`config.mk`:
```
export PLATFORM = sky130hd
export DESIGN_NAME = lda_avalon_slave
export DESIGN_NICKNAME = d
export VERILOG_FILES = /design/src/rtl/lda_pkg.sv /design/src/rtl/lda_cmd_regs.sv /design/src/rtl/lda_avalon_slave.sv
export SDC_FILE = /design/constraint.sdc
export NUM_CORES = 1
export LEC_CHECK = 0
export ABC_AREA = 1
export BUFFER_PORTS_ARGS = -buffer_cell sky130_fd_sc_hd__buf_4
export CORE_MARGIN = 5
export CORE_UTILIZATION = 40
export DETAILED_ROUTE_END_ITERATION = 8
export PLACE_DENSITY = 0.67
export SLEW_MARGIN = 20
export SYNTH_ARGS = -nofsm -noshare
export SYNTH_HDL_FRONTEND = slang
export SYNTH_SLANG_ARGS = --single-unit
```
`constraint.sdc`:
```
create_clock -name clk -period 2.1 [get_ports clk]
set_input_delay 0.21 -clock clk [delete_from_list [all_inputs] [get_ports clk]]
set_output_delay 0.21 -clock clk [all_outputs]
set_load 0.02 [all_outputs]
```
`src/rtl/lda_pkg.sv`:
```
// Shared types and register addresses for the line-draw Avalon-MM slave.
package lda_pkg;

  typedef enum logic [1:0] {
    ST_IDLE  = 2'd0,
    ST_ISSUE = 2'd1,
    ST_BUSY  = 2'd2
  } state_t;

  localparam logic [2:0] ADDR_MODE   = 3'd0;
  localparam logic [2:0] ADDR_STATUS = 3'd1;
  localparam logic [2:0] ADDR_GO     = 3'd2;
  localparam logic [2:0] ADDR_START  = 3'd3;
  localparam logic [2:0] ADDR_END    = 3'd4;
  localparam logic [2:0] ADDR_COLOR  = 3'd5;

  localparam int unsigned PT_XW = 9;
  localparam int unsigned PT_YW = 8;

  // Matches the START/END register layout: y above x.
  typedef struct packed {
    logic [PT_YW-1:0] y;
    logic [PT_XW-1:0] x;
  } point_t;

endpackage

```
`src/rtl/lda_cmd_regs.sv`:
```
// Shadow/active command registers: CPU writes land in the shadow copy,
// the whole set is copied to the active copy on latch.
module lda_cmd_regs
  import lda_pkg::*;
#(
  parameter int unsigned XW = 9,
  parameter int unsigned YW = 8,
  parameter int unsigned CW = 3
) (
  input  logic             clk,
  input  logic             reset,
  input  logic             wr_start,
  input  logic             wr_end,
  input  logic             wr_color,
  input  logic [XW+YW-1:0] wdata,
  input  logic             latch,
  output logic [XW+YW-1:0] shd_start,
  output logic [XW+YW-1:0] shd_end,
  output logic [CW-1:0]    shd_color,
  output logic [XW+YW-1:0] act_start,
  output logic [XW+YW-1:0] act_end,
  output logic [CW-1:0]    act_color
);

  logic [XW+YW-1:0] shd_start_q, shd_start_d;
  logic [XW+YW-1:0] shd_end_q,   shd_end_d;
  logic [CW-1:0]    shd_color_q, shd_color_d;
  logic [XW+YW-1:0] act_start_q, act_start_d;
  logic [XW+YW-1:0] act_end_q,   act_end_d;
  logic [CW-1:0]    act_color_q, act_color_d;

  always_comb begin
    shd_start_d = wr_start ? wdata : shd_start_q;
    shd_end_d   = wr_end   ? wdata : shd_end_q;
    shd_color_d = wr_color ? wdata[CW-1:0] : shd_color_q;
    act_start_d = latch ? shd_start_q : act_start_q;
    act_end_d   = latch ? shd_end_q   : act_end_q;
    act_color_d = latch ? shd_color_q : act_color_q;
  end

  always_ff @(posedge clk or posedge reset) begin
    if (reset) begin
      shd_start_q <= '0;
      shd_end_q   <= '0;
      shd_color_q <= '0;
      act_start_q <= '0;
      act_end_q   <= '0;
      act_color_q <= '0;
    end else begin
      shd_start_q <= shd_start_d;
      shd_end_q   <= shd_end_d;
      shd_color_q <= shd_color_d;
      act_start_q <= act_start_d;
      act_end_q   <= act_end_d;
      act_color_q <= act_color_d;
    end
  end

  assign shd_start = shd_start_q;
  assign shd_end   = shd_end_q;
  assign shd_color = shd_color_q;
  assign act_start = act_start_q;
  assign act_end   = act_end_q;
  assign act_color = act_color_q;

endmodule

```
`src/rtl/lda_avalon_slave.sv`:
```
// CPU-facing Avalon-MM slave for the line-draw engine: register decode,
// start/done handshake FSM and bus stall generation.
module lda_avalon_slave
  import lda_pkg::*;
#(
  parameter int unsigned XW = 9,
  parameter int unsigned YW = 8,
  parameter int unsigned CW = 3
) (
  input  logic          clk,
  input  logic          reset,
  input  logic [2:0]    s_address,
  input  logic          s_read,
  input  logic          s_write,
  input  logic [31:0]   s_writedata,
  output logic [31:0]   s_readdata,
  output logic          s_waitrequest,
  output logic          o_start,
  input  logic          i_done,
  output logic [XW-1:0] o_x0,
  output logic [YW-1:0] o_y0,
  output logic [XW-1:0] o_x1,
  output logic [YW-1:0] o_y1,
  output logic [CW-1:0] o_color
);

  state_t state_q, state_d;
  logic   mode_q, mode_d;
  logic   start_q, start_d;

  logic busy, stall, wr_acc, go;
  logic wr_start, wr_end, wr_color;
  logic [31:0] rdata;

  logic [XW+YW-1:0] shd_start, shd_end, act_start, act_end;
  logic [CW-1:0]    shd_color;

  logic unused_wdata;
  assign unused_wdata = ^s_writedata[31:XW+YW];

  always_comb begin
    busy     = (state_q != ST_IDLE);
    stall    = !mode_q && busy && (s_read || s_write);
    wr_acc   = s_write && !stall;
    // GO only takes effect from IDLE; in poll mode a busy GO is silently dropped.
    go       = wr_acc && (s_address == ADDR_GO) && (state_q == ST_IDLE);
    wr_start = wr_acc && (s_address == ADDR_START);
    wr_end   = wr_acc && (s_address == ADDR_END);
    wr_color = wr_acc && (s_address == ADDR_COLOR);

    mode_d = (wr_acc && (s_address == ADDR_MODE)) ? s_writedata[0] : mode_q;

    state_d = state_q;
    case (state_q)
      ST_IDLE:  if (go) state_d = ST_ISSUE;
      ST_ISSUE: state_d = ST_BUSY;
      ST_BUSY:  if (i_done) state_d = ST_IDLE;
      default:  state_d = ST_IDLE;
    endcase
    start_d = (state_d == ST_ISSUE);

    rdata = '0;
    case (s_address)
      ADDR_MODE:   rdata[0] = mode_q;
      ADDR_STATUS: rdata[0] = busy;
      ADDR_START:  rdata[XW+YW-1:0] = shd_start;
      ADDR_END:    rdata[XW+YW-1:0] = shd_end;
      ADDR_COLOR:  rdata[CW-1:0] = shd_color;
      default:     rdata = '0;
    endcase
  end

  always_ff @(posedge clk or posedge reset) begin
    if (reset) begin
      state_q <= ST_IDLE;
      mode_q  <= 1'b0;
      start_q <= 1'b0;
    end else begin
      state_q <= state_d;
      mode_q  <= mode_d;
      start_q <= start_d;
    end
  end

  lda_cmd_regs #(
    .XW(XW),
    .YW(YW),
    .CW(CW)
  ) u_regs (
    .clk       (clk),
    .reset     (reset),
    .wr_start  (wr_start),
    .wr_end    (wr_end),
    .wr_color  (wr_color),
    .wdata     (s_writedata[XW+YW-1:0]),
    .latch     (go),
    .shd_start (shd_start),
    .shd_end   (shd_end),
    .shd_color (shd_color),
    .act_start (act_start),
    .act_end   (act_end),
    .act_color (o_color)
  );

  assign s_readdata    = rdata;
  assign s_waitrequest = stall;
  assign o_start       = start_q;
  assign o_x0          = act_start[XW-1:0];
  assign o_y0          = act_start[XW+YW-1:XW];
  assign o_x1          = act_end[XW-1:0];
  assign o_y1          = act_end[XW+YW-1:XW];

endmodule
```
==> impl_metrics.py <==
metrics = {
    "placement": {
        "dp_hpwl_um": 6250,
        "port-buffer-count": 80,
        "pre_cts_slack_ns": 0.355,
        "gp_congestion": 0.788,
    },
    "clock_network": {
        "htreeDepth": 3,
        "clk_pin_slew_ns": 0.08,
        "cts_tree": "done",
        "cts.sinks": 78,
        "clkLatencyLatePin_ns": 0.34,
        "clockBufferDepth": 2,
        "cts-root-buf": "clkbuf_8",
        "cts_buffers": 9,
        "ctsResizeCount": 0,
    },
    "setup_path": {
        "cp_data_arrival_time_ns": 1.54,
        "reg2reg_slack_ns": 0.56,
        "endpoint_kind": "output pin",
        "reg2regPathDepth": 7,
        "critPathLaunchType": "flop",
        "cp_cell_sequence": "inv_1 -> nand2_1 -> nand3_4 -> inv_1 -> buf_4",
        "regToRegEndpoint": "u_regs.act_end[10]",
        "crit_type": "flop to output pin",
        "crit_top_cell": "inv_1",
        "critPathSlowestCell": "dfrtp_1",
        "path_buf_inv": 3,
        "cp_max_fo": 28,
        "worstPathRequired_ns": 1.89,
        "worstReg2RegStart": "state_q[0]",
        "crit_family": "simple AND/OR/NAND/NOR gates",
        "cp_slowest_stage_delay_ns": 0.36,
    },
    "status": {
        "status": "completed",
    },
    "sta": {
        "slew_headroom_pct": 53.9,
        "rsz0062_at_grt": "no",
        "finalWorstSetupSlack_ns": 0.349,
        "setup_viol": 0,
        "max_freq_mhz": 571,
        "finClkSkew_ns": 0.0105,
        "worst_slew_pin_slew_ns": 0.689,
        "hold_viol": 0,
        "period_needed_ns": 1.75,
        "period_share_pct": 83.4,
        "tns_ns": 0,
        "drv_slew": 0,
    },
    "route": {
        "antenna_left": 0,
        "drt_iter0_drc": 133,
        "drc": 0,
        "dr.pass1.iters": 4,
        "num_vias": 2883,
        "vias_per_cell": 4.86,
        "wl_per_cell_um": 14.7,
        "drt_wl_total_um": 8720,
    },
    "power": {
        "p_leak_nw": 2.37,
        "p_int_mw": 3.64,
        "pwr-share-comb_pct": 38.9,
        "p_sw_mw": 2.26,
        "powerDensity_nw_per_um2": 1320,
        "vdd_drop_max_uv": 488,
        "p_seq_share_pct": 41.7,
        "p_sw_share_pct": 38.4,
        "p_clk_share_pct": 19.3,
        "p_total_mw": 5.90,
    },
    "yosys": {
        "synthMuxAreaShare_pct": 0,
        "synthSimpleGateAreaFrac_pct": 24.9,
        "avgSynthCellArea_um2": 9.10,
        "syn_inst": 404,
        "yosys_most_used_dff": "dfrtp_1",
        "syn_area_um2": 3670,
        "synth_top_family_by_area": "simple AND/OR/NAND/NOR gates",
        "synthAdderAreaFrac_pct": 0,
        "synth_seq_cells": 78,
        "yosysSeqAreaShare_pct": 53.1,
        "yosysTopAreaCellShare_pct": 53.1,
        "synth.area.top_cells": "dfrtp_1 (53%), nand2_1 (14%), nand4_1 (6.6%)",
        "synth_edf_count": 0,
        "synth_area_leader_cell": "dfrtp_1",
        "synth_xor_area_share_pct": 0,
        "ys_types": 26,
        "yosysWarnings": 0,
        "yosysMostFrequentCell": "nand2_1",
        "synth_compound_area_share_pct": 9.09,
        "yosys-top-cells-count": "nand2_1 (136), dfrtp_1 (78), inv_1 (41), nand4_1 (39), buf_4 (19)",
        "synthArstFlopShare_pct": 100,
    },
    "floorplan": {
        "boundaryPins": 111,
        "die_area_um2": 11200,
        "core_um2": 9110,
        "start_util_pct": 40.3,
        "dieHeight_um": 106,
        "num_rows": 35,
        "die_x_um": 106,
    },
    "grt": {
        "antenna_found_initial": 0,
        "grt_pass1_vias": 2888,
        "grt_pass1_wl_um": 14600,
        "overflow": 0,
        "grt_max_degree": 45,
        "grt.total_usage_pct": 16.1,
    },
    "layout": {
        "drive_gt1_share_pct": 27.0,
        "final_nets": 517,
        "syn_to_final_growth_pct": 21.3,
        "num_antenna_cells": 0,
        "fill_cells": 897,
    },
    "worst_hold_path": {
        "hold_path_depth": 3,
        "hp-start": "s_writedata[16]",
        "min_to": "u_regs.shd_end[16]",
        "min_path_type": "primary input to flop",
    },
    "job": {
        "cap_violations": 0,
    },
}
## worst max path at each step
stage,startpoint,to,cells past startpoint
after floorplan,s_address[0],s_readdata[11],5
after global placement,s_address[0],s_readdata[8],5
after detailed placement,s_address[0],s_readdata[8],5
after CTS,state_q[0],s_waitrequest,5
after global routing,s_address[0],s_readdata[8],5
final,state_q[0],s_waitrequest,5
## final cells by class
cell class / count / area, um2 / share of cell area, %
clock buffers: 13 / 159 / 3.56
clock inverters: 3 / 42.5 / 0.954
inverters: 44 / 181 / 4.07
multi-input cells: 257 / 1310 / 29.3
flip-flops and latches: 78 / 1950 / 43.8
well taps: 111 / 139 / 3.11
repair buffers: 87 / 681 / 15.3
## cells in the final DEF, fill, tap and decap left out, types with 2 or more instances in the layout
master | Yosys | routed
clkinvlp_4 | 0 | 2
clkbuf_1 | 2 | 2
o21ai_1 | 14 | 14
nor2_2 | 2 | 2
o21ai_2 | 17 | 17
inv_1 | 41 | 40
buf_12 | 0 | 2
buf_4 | 19 | 84
inv_2 | 2 | 2
clkbuf_8 | 0 | 11
nand4_1 | 39 | 39
nor2_1 | 4 | 4
nand3_4 | 4 | 4
nand3_1 | 4 | 4
o22ai_1 | 14 | 14
o211ai_1 | 2 | 2
nand2_1 | 136 | 136
conb_1 | 1 | 15
dfrtp_1 | 78 | 78
## through the flow
step                util [%]  cell area (um2)  instances  hold slack, ns
floorplan                  -             3730        418           0.359
global placement        46.6             4250        576           0.281
detailed placement      46.6             4250        576           0.284
CTS                     49.0             4460        593           0.109
global route            49.0             4460        593           0.110
finish                  49.0             4460        593           0.124
## power by group through the flow
| stage | Sequential (mW) | Combinational [mW] | Clock, mW |
|---|---|---|---|
| 2_1_floorplan | 2.87 | 1.01 | 0 |
| 6_report | 2.46 | 2.30 | 1.14 |
| 4_1_cts | 2.47 | 2.34 | 1.18 |
| 5_1_grt | 2.54 | 2.52 | 1.23 |
| 3_5_place_dp | 2.49 | 2.33 | 0 |
| 3_3_place_gp | 2.46 | 2.28 | 0 |
## cells by family (layout without fill, tap and decap cells)
| group | Yosys count | count (layout) |
|---|---|---|
| AOI/OAI and AO/OA | 49 | 49 |
| buffers and inverters | 83 | 147 |
| DFF | 78 | 78 |
| other | 1 | 15 |
| and+or+nand+nor | 193 | 193 |
## worst min-delay path: cells and delay by family
kind	cells	cell delay (ns)
buffers and inverters	1	0.08
AND/OR/NAND/NOR	2	0.14
## sequential cells by signal, indices dropped and copies added, names as in the netlist
signal / flops
u_regs.act_color: 3
u_regs.shd_color: 3
o_start: 1
u_regs.shd_end: 17
mode_q: 1
state_q: 2
u_regs.act_start: 17
u_regs.act_end: 17
u_regs.shd_start: 17
## metal layers
layer | global-route usage, % | part of all wire (%)
met3 | 3.31 | 5.5
met5 | 0 | 0
met2 | 25.9 | 50
met1 | 21.6 | 44
met4 | 5.55 | 0.83
## timing repair
item,CTS,global route
hold buffers,1,0
buffers inserted,0,0
setup endpoints to repair,0,0
endpoints found under the hold margin,21,0
No activity file was read; power rests on OpenSTA's default activity.
